<file path="config.mk">
export PLATFORM = sky130hd
export DESIGN_NAME = pipelined_tree_multiplier_flat
export DESIGN_NICKNAME = d
export VERILOG_FILES = /design/src/rtl/pipelined_tree_multiplier_if.sv /design/src/rtl/pipelined_tree_multiplier.sv /design/src/flat_wrapper.sv
export SDC_FILE = /design/constraint.sdc
export NUM_CORES = 1
export LEC_CHECK = 0
export CORE_MARGIN = 2
export CORE_UTILIZATION = 59
export DETAILED_ROUTE_END_ITERATION = 16
export GPL_ROUTABILITY_DRIVEN = 0
export PLACE_DENSITY = 0.9
export SYNTH_ARGS = -nofsm -noshare
export SYNTH_HDL_FRONTEND = slang
export SYNTH_SLANG_ARGS = --single-unit
</file>
<file path="constraint.sdc">
create_clock -name clk -period 3.9 [get_ports clk]
set_clock_uncertainty 0.15 [all_clocks]
set_input_delay 0.975 -clock clk [delete_from_list [all_inputs] [get_ports clk]]
set_output_delay 0.975 -clock clk [all_outputs]
set_load 0.02 [all_outputs]
</file>
<file path="src/rtl/pipelined_tree_multiplier_if.sv">
// Operand/product handshake bundle for pipelined_tree_multiplier.
// The master side provides operands and consumes products.
// The slave side is the multiplier.
//   in_valid/in_ready   : operand handshake; x, y and is_signed travel together
//   out_valid/out_ready : product handshake; o is the 2*WIDTH-bit product
//   occupancy           : number of transactions held in the pipeline (0..3)
interface pipelined_tree_multiplier_if #(
    parameter int WIDTH = 4
);
    logic                   in_valid;
    logic                   in_ready;
    logic [WIDTH-1:0]       x;
    logic [WIDTH-1:0]       y;
    logic                   is_signed;
    logic                   out_valid;
    logic                   out_ready;
    logic [2*WIDTH-1:0]     o;
    logic [1:0]             occupancy;

    modport master (
        output in_valid, x, y, is_signed, out_ready,
        input  in_ready, out_valid, o, occupancy
    );

    modport slave (
        input  in_valid, x, y, is_signed, out_ready,
        output in_ready, out_valid, o, occupancy
    );
endinterface

</file>
<file path="src/rtl/pipelined_tree_multiplier.sv">
// Three-stage pipelined tree multiplier.
// The stages are:
//   S1 latches the partial-product matrix. In signed mode the matrix uses
//      Baugh-Wooley form.
//   S2 reduces the matrix to two rows with a carry-save tree of full adders.
//   S3 resolves the two rows with a parallel-prefix adder.
// A valid/ready handshake runs on both sides, and stalls collapse bubbles.
// Ports:
//   clk    : rising-edge clock
//   rst_n  : asynchronous active-low reset
//   bus    : slave side of pipelined_tree_multiplier_if. It carries:
//            - in_valid, in_ready, x, y, is_signed
//            - out_valid, out_ready, o, occupancy
// Parameters:
//   WIDTH         : operand width, 2..32
//   PREFIX_SPARSE : 0 = full Kogge-Stone final adder
//                   1 = 4-bit-block sparse prefix with ripple inside the blocks
module pipelined_tree_multiplier #(
    parameter int WIDTH         = 4,
    parameter int PREFIX_SPARSE = 0
) (
    input  logic                       clk,
    input  logic                       rst_n,
    pipelined_tree_multiplier_if.slave bus
);
    localparam int PW   = 2 * WIDTH;        // product width
    localparam int ROWS = WIDTH + 1;        // partial-product rows plus Baugh-Wooley constant row
    localparam int NB   = (PW + 3) / 4;     // 4-bit blocks in the sparse adder
    localparam int PADW = 4 * NB;

    // Baugh-Wooley correction: constant ones at columns WIDTH and 2*WIDTH-1.
    localparam logic [PW-1:0] BW_ONE   = {{(PW-1){1'b0}}, 1'b1};
    localparam logic [PW-1:0] BW_CONST = (BW_ONE << WIDTH) | (BW_ONE << (PW - 1));

    // Number of 3:2 compression levels needed to bring n rows down to two.
    function automatic int csa_levels(input int n);
        int m;
        int lv;
        m  = n;
        lv = 0;
        while (m > 2) begin
            m  = 2 * (m / 3) + (m % 3);
            lv = lv + 1;
        end
        return lv;
    endfunction

    localparam int LEVELS = csa_levels(ROWS);

    // Wallace-style reduction.
    // At each level, every group of three rows becomes a sum row and a
    // shifted carry row. Leftover rows pass straight through to the next level.
    // Carries out of the top column are dropped, which is the intended
    // modulo-2^PW wrap of the Baugh-Wooley constants.
    function automatic logic [2*PW-1:0] csa_reduce(
        input logic [WIDTH-1:0][WIDTH-1:0] pp,
        input logic                        sgn
    );
        logic [PW-1:0] r  [ROWS];
        logic [PW-1:0] nr [ROWS];
        logic [PW-1:0] a;
        logic [PW-1:0] b;
        logic [PW-1:0] c;
        int n;
        int m;
        int idx;
        for (int i = 0; i < WIDTH; i++) begin
            r[i] = PW'(pp[i]) << i;
        end
        r[WIDTH] = BW_CONST & {PW{sgn}};
        n = ROWS;
        for (int lv = 0; lv < LEVELS; lv++) begin
            for (int i = 0; i < ROWS; i++) begin
                nr[i] = '0;
            end
            m = 0;
            for (int g = 0; g < ROWS / 3; g++) begin
                if (3 * g + 2 < n) begin
                    a         = r[3*g];
                    b         = r[3*g+1];
                    c         = r[3*g+2];
                    nr[m]     = a ^ b ^ c;
                    nr[m+1]   = ((a & b) | (a & c) | (b & c)) << 1;
                    m         = m + 2;
                end
            end
            for (int k = 0; k < 3; k++) begin
                idx = 3 * (n / 3) + k;
                if (idx < n) begin
                    nr[m] = r[idx];
                    m     = m + 1;
                end
            end
            for (int i = 0; i < ROWS; i++) begin
                r[i] = nr[i];
            end
            n = m;
        end
        return {r[1], r[0]};
    endfunction

    // Kogge-Stone adder.
    // log2(PW) levels of black cells build the (G,P) prefixes.
    // The carry into bit i is the group generate of bits i-1..0.
    function automatic logic [PW-1:0] ks_add(input logic [PW-1:0] a, input logic [PW-1:0] b);
        logic [PW-1:0] g;
        logic [PW-1:0] p;
        logic [PW-1:0] gg;
        logic [PW-1:0] gp;
        logic [PW-1:0] gn;
        logic [PW-1:0] pn;
        g  = a & b;
        p  = a ^ b;
        gg = g;
        gp = p;
        for (int d = 1; d < PW; d = d * 2) begin
            gn = gg;
            pn = gp;
            for (int i = d; i < PW; i++) begin
                gn[i] = gg[i] | (gp[i] & gg[i-d]);
                pn[i] = gp[i] & gp[i-d];
            end
            gg = gn;
            gp = pn;
        end
        return p ^ {gg[PW-2:0], 1'b0};
    endfunction

    // Sparse prefix adder. It works in three steps:
    //   1. Each 4-bit block forms its group generate/propagate serially.
    //   2. Kogge-Stone runs across the block values only.
    //   3. Each block ripples from its prefix carry.
    // Operands are zero-padded to whole blocks so that no index runs past the top.
    function automatic logic [PW-1:0] sparse_add(input logic [PW-1:0] a, input logic [PW-1:0] b);
        logic [PADW-1:0] g;
        logic [PADW-1:0] p;
        logic [PADW-1:0] s;
        logic [NB-1:0]   bg;
        logic [NB-1:0]   bp;
        logic [NB-1:0]   bgn;
        logic [NB-1:0]   bpn;
        logic [NB-1:0]   cin;
        logic            c;
        g   = PADW'(a) & PADW'(b);
        p   = PADW'(a) ^ PADW'(b);
        s   = '0;
        bg  = '0;
        bp  = '0;
        bgn = '0;
        bpn = '0;
        for (int k = 0; k < NB; k++) begin
            bg[k] = 1'b0;
            bp[k] = 1'b1;
            for (int t = 0; t < 4; t++) begin
                bg[k] = g[4*k+t] | (p[4*k+t] & bg[k]);
                bp[k] = bp[k] & p[4*k+t];
            end
        end
        for (int d = 1; d < NB; d = d * 2) begin
            bgn = bg;
            bpn = bp;
            for (int k = d; k < NB; k++) begin
                bgn[k] = bg[k] | (bp[k] & bg[k-d]);
                bpn[k] = bp[k] & bp[k-d];
            end
            bg = bgn;
            bp = bpn;
        end
        cin = bg << 1;
        for (int k = 0; k < NB; k++) begin
            c = cin[k];
            for (int t = 0; t < 4; t++) begin
                s[4*k+t] = p[4*k+t] ^ c;
                c        = g[4*k+t] | (p[4*k+t] & c);
            end
        end
        return s[PW-1:0];
    endfunction

    logic                        load1_s;
    logic                        load2_s;
    logic                        load3_s;
    logic                        v1_r;
    logic                        v2_r;
    logic                        v3_r;
    logic [WIDTH-1:0][WIDTH-1:0] pp_s;
    logic [WIDTH-1:0][WIDTH-1:0] pp_r1;
    logic                        sgn_r1;
    logic [2*PW-1:0]             red_s;
    logic [PW-1:0]               sum_r2;
    logic [PW-1:0]               carry_r2;
    logic [PW-1:0]               add_s;
    logic [PW-1:0]               o_r;

    // Bubble-collapsing advance: a stage loads when it is empty or when its successor loads.
    assign load3_s = ~v3_r | bus.out_ready;
    assign load2_s = ~v2_r | load3_s;
    assign load1_s = ~v1_r | load2_s;

    // Partial-product matrix.
    // In signed mode, the terms that pair exactly one operand MSB with a
    // non-MSB bit are inverted.
    always_comb begin
        pp_s = '0;
        for (int i = 0; i < WIDTH; i++) begin
            for (int j = 0; j < WIDTH; j++) begin
                pp_s[i][j] = (bus.x[j] & bus.y[i]) ^
                             (bus.is_signed & ((i == WIDTH - 1) != (j == WIDTH - 1)));
            end
        end
    end

    assign red_s = csa_reduce(pp_r1, sgn_r1);

    if (PREFIX_SPARSE != 0) begin : g_sparse_adder
        assign add_s = sparse_add(sum_r2, carry_r2);
    end else begin : g_full_adder
        assign add_s = ks_add(sum_r2, carry_r2);
    end

    // Stage valid flags: each one takes its upstream valid whenever the stage loads.
    always_ff @(posedge clk or negedge rst_n) begin
        if (!rst_n) begin
            v1_r <= 1'b0;
            v2_r <= 1'b0;
            v3_r <= 1'b0;
        end else begin
            if (load1_s) v1_r <= bus.in_valid;
            if (load2_s) v2_r <= v1_r;
            if (load3_s) v3_r <= v2_r;
        end
    end

    // Stage data registers. They hold their value while stalled, so o stays
    // stable under backpressure.
    always_ff @(posedge clk or negedge rst_n) begin
        if (!rst_n) begin
            pp_r1    <= '0;
            sgn_r1   <= 1'b0;
            sum_r2   <= '0;
            carry_r2 <= '0;
            o_r      <= '0;
        end else begin
            if (load1_s) begin
                pp_r1  <= pp_s;
                sgn_r1 <= bus.is_signed;
            end
            if (load2_s) begin
                sum_r2   <= red_s[PW-1:0];
                carry_r2 <= red_s[2*PW-1:PW];
            end
            if (load3_s) begin
                o_r <= add_s;
            end
        end
    end

    assign bus.in_ready  = load1_s;
    assign bus.out_valid = v3_r;
    assign bus.o         = o_r;
    assign bus.occupancy = {1'b0, v1_r} + {1'b0, v2_r} + {1'b0, v3_r};
endmodule

</file>
<file path="src/flat_wrapper.sv">
// flat-port wrapper written by rule: the top's interface ports become plain ports
module pipelined_tree_multiplier_flat 
#(
    parameter int WIDTH         = 4,
    parameter int PREFIX_SPARSE = 0
)
  (clk, rst_n, bus_in_valid, bus_x, bus_y, bus_is_signed, bus_out_ready, bus_in_ready, bus_out_valid, bus_o, bus_occupancy);
  pipelined_tree_multiplier_if #(.WIDTH(WIDTH)) bus_i ();
  input  logic clk;
  input  logic rst_n;
  input wire logic [$bits(bus_i.in_valid)-1:0] bus_in_valid;
  input wire logic [$bits(bus_i.x)-1:0] bus_x;
  input wire logic [$bits(bus_i.y)-1:0] bus_y;
  input wire logic [$bits(bus_i.is_signed)-1:0] bus_is_signed;
  input wire logic [$bits(bus_i.out_ready)-1:0] bus_out_ready;
  output wire logic [$bits(bus_i.in_ready)-1:0] bus_in_ready;
  output wire logic [$bits(bus_i.out_valid)-1:0] bus_out_valid;
  output wire logic [$bits(bus_i.o)-1:0] bus_o;
  output wire logic [$bits(bus_i.occupancy)-1:0] bus_occupancy;
  assign bus_i.in_valid = bus_in_valid;
  assign bus_i.x = bus_x;
  assign bus_i.y = bus_y;
  assign bus_i.is_signed = bus_is_signed;
  assign bus_i.out_ready = bus_out_ready;
  assign bus_in_ready = bus_i.in_ready;
  assign bus_out_valid = bus_i.out_valid;
  assign bus_o = bus_i.o;
  assign bus_occupancy = bus_i.occupancy;
  pipelined_tree_multiplier #(.WIDTH(WIDTH), .PREFIX_SPARSE(PREFIX_SPARSE)) u_core (.clk(clk), .rst_n(rst_n), .bus(bus_i));
endmodule
</file>
Word-level counts from Yosys, hierarchy flattened
Index checks and enable logic that the tools add are counted.

Add/sub/neg operators: 2. Bitwise gates (word level): 88.

Operator list (number): XOR 8 bit (5); bitwise AND 1 bit (38); bitwise AND 7 bit (5); bitwise OR 7 bit (5); bitwise OR 1 bit (17); bitwise AND 7 x 5 -> 7 bit (2); XOR 8 x 7 -> 8 bit (1); bitwise OR 7 x 6 -> 7 bit (1); bitwise AND 4 x 6 -> 6 bit (1); bitwise AND 5 x 6 -> 6 bit (1); XOR 1 bit (6); XOR 5 x 6 -> 6 bit (1); bitwise AND 4 x 5 -> 5 bit (1); XOR 4 x 5 -> 5 bit (1); inverter 1 bit (3); adder 1 x 1 -> 2 bit (1); adder 2 x 1 -> 2 bit (1).

Flip-flop bits (word level): 43. Input port bits: 13. Output and inout bits: 12. Word-level logic and storage cells: 101.

Longest topological paths before layout
Gate-level depths: netlist (run 1).

Word-level depth: 9. Mapped depth: 7.

Least setup slack after synthesis (run 1)
OpenSTA, ideal clock, no wires.

Path kind: input port to output port. Start point: input port bus_out_ready. End point: output port bus_in_ready. Arrival time: 1.562 ns. Required time: 2.775 ns. Slack: 1.213 ns. Cell stages on the path: 4. Path buffers: 2. Path through: and4b_1 -> buf_6 -> buf_6 -> inv_1.

Cells in the longest elaborated chain, start to end: 3.

Ends and longest elaborated chain: start: declaration (RTL line flat_wrapper.sv:15) `input wire logic [$bits(bus_i.out_ready)-1:0] bus_out_ready;`; bitwise OR 1 bit (RTL line pipelined_tree_multiplier.sv:196) `assign load3_s = ~v3_r | bus.out_ready;`; bitwise OR 1 bit (RTL line pipelined_tree_multiplier.sv:197) `assign load2_s = ~v2_r | load3_s;`; bitwise OR 1 bit (RTL line pipelined_tree_multiplier.sv:198) `assign load1_s = ~v1_r | load2_s;`; end: declaration (RTL line flat_wrapper.sv:16) `output wire logic [$bits(bus_i.in_ready)-1:0] bus_in_ready;`.

No other way between the ends.

Worst setup path after layout (run 1)
Ends and elaborated chain as after synthesis.

==> results of run 1 <==
==> report_power, final <==
group	switching [mW]	internal (mW)
registers	0.0553	0.506
logic	0.200	0.191
clock network	0.131	0.0658
total	0.387	0.762
==> stage by stage <==
stage | setup WS [ns] | util (%) | power [mW] | cell area, µm² | hold WS [ns]
3_5_place_dp | 0.381 | 68.4 | 0.968 | 2280 | 0.317
3_3_place_gp | 0.371 | 68.4 | 0.948 | 2280 | 0.298
5_1_grt | 0.305 | 69.9 | 1.25 | 2330 | 0.370
2_1_floorplan | 1.21 | - | 0.829 | 2060 | 0.292
6_report | 0.376 | 69.9 | 1.15 | 2330 | 0.338
4_1_cts | 0.364 | 69.9 | 1.17 | 2330 | 0.343
==> cells by family (layout without fill, tap and decap cells) <==
family	after synthesis	count (layout)	synth area share (%)
AOI/OAI and AO/OA	24	24	8.40
xor gates and xnor gates	8	8	3.41
adders and majority gates	17	17	13.3
buffers and inverters	25	50	6.88
DFF	40	40	48.7
muxes	10	10	6.21
and+or+nand+nor	62	62	13.1
==> metal layers <==
metal	GRT usage [%]	part of all wire, %	wire length (µm)
met1	24.1	46	1400
met2	31.4	49	1490
met3	6.13	4.4	136
met4	5.83	1.2	37
met5	0	0	0
==> area by class of cell <==
| class | instances | share of cell area (%) |
|---|---|---|
| tap | 46 | 2.47 |
| clock inverter | 2 | 0.536 |
| sequential | 40 | 42.9 |
| multi-input combinational | 121 | 39.2 |
| inverter | 18 | 2.90 |
| timing repair buffer | 25 | 10.4 |
| clock buffer | 5 | 1.61 |
==> worst min-delay path, cell delays in order, from the launching register on <==
cell     delay, ns
dfrtp_1       0.36
nand2_1       0.06
nand2_1       0.05
==> Yosys cell counts, types with 2 or more instances <==
library cell / count / area [µm²]
dfrtp_1: 40 / 1000
mux2_2: 6 / 67.6
fa_1: 8 / 160
o21ai_2: 13 / 114
inv_1: 18 / 67.6
xor2_1: 8 / 70.1
a21oi_1: 5 / 25.0
buf_6: 4 / 45.0
mux2_4: 4 / 60.1
ha_1: 9 / 113
nand2b_1: 3 / 18.8
nand2_1: 48 / 180
o21ai_0: 4 / 20.0
nor2_1: 5 / 18.8
nand3_1: 2 / 10.0
==> flip-flops by register name, indices dropped and copies added (netlist names) <==
register              count
u_core.sgn_r1             1
u_core.carry_r2           4
u_core.pp_r1             16
u_core.sum_r2             8
u_core.bus.out_valid      1
u_core.v1_r               1
u_core.bus.o              8
u_core.v2_r               1
==> path summary, 6_finish.rpt <==
kind | start | endpoint | slack (ns) | depth (start not counted)
min | u_core.bus.o[0] | u_core.bus.o[0] | 0.34 | 2
min reg2reg | u_core.bus.o[0] | u_core.bus.o[0] | 0.34 | 2
min in group asynchronous | rst_n | u_core.v2_r | 0.58 | 1
max in group asynchronous | rst_n | u_core.pp_r1[14] | 2.49 | 1
max | bus_out_ready | bus_in_ready | 0.38 | 4
max reg2reg | u_core.pp_r1[3] | u_core.sum_r2[3] | 1.51 | 6
==> reports/qor.csv, run 1 <==
metric,value,unit
status,"complete, no violations",
async_flop_share,100,%
cp-end-kind,output pin,
peakVddDrop,0.229,mV
antenna_left,0,
seq_area_frac_synth,48.7,%
worst_ep_arrival_time,2.40,ns
clkTransAtPathRegs,0.11,ns
core,3340,µm²
insertedDiodeCount,0,
crit_path_top_delay_cell,clkdlybuf4s50_1,
cts_resized,0,
postSynthCellCount,186,
grt_pass1_wl,5880,µm
critPathRequiredTime,2.77,ns
grt_usage,19.1,%
ys_types,24,
num_vias,1273,
start_util,61.6,%
port_buffers,24,
slew_headroom,42.8,%
synth_area,2060,µm²
path_class,in2out,
register_area,1000,µm²
viasPerCell,4.95,
fmax,284,MHz
dp_cells,250,
grt_pass1_vias,1336,
clk_latency,0.34,ns
cts_hold_buf,0,
clock-sinks,40,
worstSetupStartpointType,input port,
finalCritPeriodShare,90.3,%
drt-initial-drc-count,45,
grt_setup_unrepaired,false,
hold_violations,0,
h-tree-depth,2,
die_height,63.0,µm
synth_seq_cells,40,
cts.path.max_buffers,2,
layout_commonest_cell,nand2_1,
routedWlPerCell,11.9,µm
layout_common_cells,"48 x nand2_1, 40 x dfrtp_1, 23 x clkdlybuf4s50_1",
crit_chain,clkdlybuf4s50_1 > and4b_1 > inv_1 > clkdlybuf4s50_1,
grt_max_degree,41,
place_hpwl,2360,µm
critPathMaxFanout,4,
dieArea,3970,µm²
crit_family,buffers and inverters,
drv_slew,0,
p_leak,1.11,nW
tns,0,ns
post_cts_buffers,0,
path_common_cell,clkdlybuf4s50_1,
postSynthAreaPerCell,11.1,µm²
drtPass1Iterations,4,
drive_gt1_share,16.1,%
max_cap_violations,0,
drc,0,
crit_buf_inv,3,
cpPeakStageDelay,0.59,ns
synth_fp_nets,216,
rows,21,
io_pins,25,
period_needed,3.52,ns
setup_violations,0,
die_w,63.0,µm
cts_tree,yes,
synthFlopType,dfrtp_1,
grt_remaining_overflow,0,
yosys_warnings,0,
multi_input_area,913,µm²
power_density,493,nW/µm²
fin_cells,257,
fin_nets,241,
antenna_found_initial,0,
syn_to_final_growth,13.5,%
tightest_slew,0.858,ns
synth-edff-count,0,
nFillCells,253,
clockRootBuffer,clkbuf_4,
hold_path.class,reg2reg,
cts_buffers,5,
routed_wl,3060,µm
(Power assumes the default switching activity.)
==> inputs of run 2 (changes only) <==
--- a/config.mk
+++ b/config.mk
@@ -10,6 +10,7 @@
 export DETAILED_ROUTE_END_ITERATION = 16
 export GPL_ROUTABILITY_DRIVEN = 0
 export PLACE_DENSITY = 0.9
+export REMOVE_ABC_BUFFERS = 1
 export SYNTH_ARGS = -nofsm -noshare
 export SYNTH_HDL_FRONTEND = slang
 export SYNTH_SLANG_ARGS = --single-unit
==> run 2 against run 1 <==
Combinational power up 3%. Fmax barely moved. Non-clock buffer count is the same. Sequential share of layout area rose by 0.069 points. Power increased by 0.71%. Die area did not move. Cell area is 0.16% lower. Via count up 1.4%. Hold slack lost 0.012 ns. Largest cell class unchanged. Largest power group unchanged.
==> reports/qor.csv, run 2 (synthesis gave the netlist of run 1 again) <==
metric,value,unit
pwr-share-clk,16.7,%
r2r_cells,6,
die_w,63.0,µm
cts_resized,0,
nFillCells,275,
layout_common_cells,"48 x nand2_1, 40 x dfrtp_1, 23 x clkdlybuf4s50_1",
cts_tree,yes,
rows,21,
fin_area,2330,µm²
fmax,284,MHz
critPathRequiredTime,2.77,ns
grt_max_degree,41,
peakVddDrop,0.231,mV
tightest_slew,0.863,ns
grt_pass1_vias,1311,
fin_nets,241,
dp_cells,250,
period_needed,3.52,ns
clk_latency,0.35,ns
drive_gt1_share,15.6,%
worst_ep_arrival_time,2.40,ns
cts_hold_buf,0,
clockRootBuffer,clkbuf_4,
largest_reg_flops,16,
crit_end,bus_in_ready,
pre_cts_ws,0.389,ns
num_vias,1291,
p_leak,1.12,nW
core,3340,µm²
p_sw,0.391,mW
setup_ws,0.379,ns
setup_violations,0,
syn_to_final_growth,13.3,%
worstSetupStartpointType,input port,
clock-sinks,40,
cts.path.max_buffers,2,
grt_usage,19.8,%
slew_headroom,42.5,%
power.internal,0.767,mW
worstReg2RegEnd,u_core.sum_r2[3],
antenna_left,0,
finalCritPeriodShare,90.3,%
place_hpwl,2460,µm
hold_violations,0,
viasPerCell,5.02,
status,"complete, no violations",
drv_slew,0,
cts_buffers,5,
r2r_start,u_core.pp_r1[3],
p_sw_share,33.7,%
whs,0.326,ns
critPathMaxFanout,4,
dieArea,3970,µm²
pwr-share-comb,34.6,%
power_density,497,nW/µm²
cp-startpoint,bus_out_ready,
routedWlPerCell,12.5,µm
tns,0,ns
port_buffers,24,
io_pins,25,
cp-end-kind,output pin,
antenna_found_initial,0,
die_height,63.0,µm
drc,0,
clkTransAtPathRegs,0.11,ns
start_util,61.6,%
layout_commonest_cell,nand2_1,
drtPass1Iterations,4,
h-tree-depth,2,
drt-initial-drc-count,37,
grt_remaining_overflow,0,
max_cap_violations,0,
top_register,u_core.pp_r1,
hold_path.class,reg2reg,
fin_cells,257,
insertedDiodeCount,0,
place_area,2280,µm²
post_cts_buffers,0,
grt_pass1_wl,5930,µm
path_class,in2out,
grt_setup_unrepaired,false,
seqPwrFrac,48.6,%
reg2reg_slack,1.48,ns
routed_wl,3220,µm
==> run 2: changes by cell type in the layout (fill, tap and decap cells not counted) <==
cell	previous run	this run
clkbuf_1	0	1
clkinvlp_4	1	0
==> run 2: power by group through the flow <==
| stage | sequential, mW | clock (mW) | combinational (mW) |
|---|---|---|---|
| after global placement | 0.564 | 0 | 0.381 |
| after floorplan | 0.600 | 0 | 0.215 |
| after global routing | 0.577 | 0.223 | 0.455 |
| final | 0.563 | 0.194 | 0.401 |
| after CTS | 0.564 | 0.203 | 0.408 |
| after detailed placement | 0.573 | 0 | 0.406 |
==> run 2: through the flow <==
step / total power [mW] / util (%)
detailed placement: 0.978 / 68.4
CTS: 1.18 / 69.8
floorplan: 0.815 / -
finish: 1.16 / 69.8
global placement: 0.945 / 68.4
global route: 1.26 / 69.8
==> run 2: final cells by class <==
class | count | area [µm²] | area share [%]
sequential | 40 | 1000 | 43.0
multi-input combinational | 121 | 913 | 39.2
timing repair buffer | 25 | 243 | 10.4
inverter | 18 | 67.6 | 2.90
tap | 46 | 57.6 | 2.47
clock buffer | 6 | 41.3 | 1.77
clock inverter | 1 | 5.00 | 0.215
==> run 2: worst min-delay path by stage <==
stage | startpoint | slack, ns | depth (start not counted) | to
final | u_core.bus.o[0] | 0.33 | 2 | u_core.bus.o[0]
after global routing | u_core.pp_r1[4] | 0.37 | 2 | u_core.pp_r1[4]
after CTS | u_core.bus.o[0] | 0.33 | 2 | u_core.bus.o[0]
after detailed placement | u_core.bus.o[0] | 0.31 | 2 | u_core.bus.o[0]
after global placement | u_core.bus.o[3] | 0.30 | 2 | u_core.bus.o[3]
after floorplan | u_core.sum_r2[2] | 0.29 | 2 | u_core.bus.o[2]
==> run 2: layer usage <==
layer / up-vias / global-route usage [%] / wire length [µm]
li1: 641 / - / -
met1: 615 / 23.7 / 1360
met2: 27 / 33.1 / 1650
met3: 8 / 5.95 / 132
met4: 0 / 8.33 / 72
met5: - / 0 / 0
==> run 2: critical path, cell delays in order <==
cell	delay [ns]
clkdlybuf4s50_1	0.53
and4b_1	0.24
inv_1	0.06
clkdlybuf4s50_1	0.59
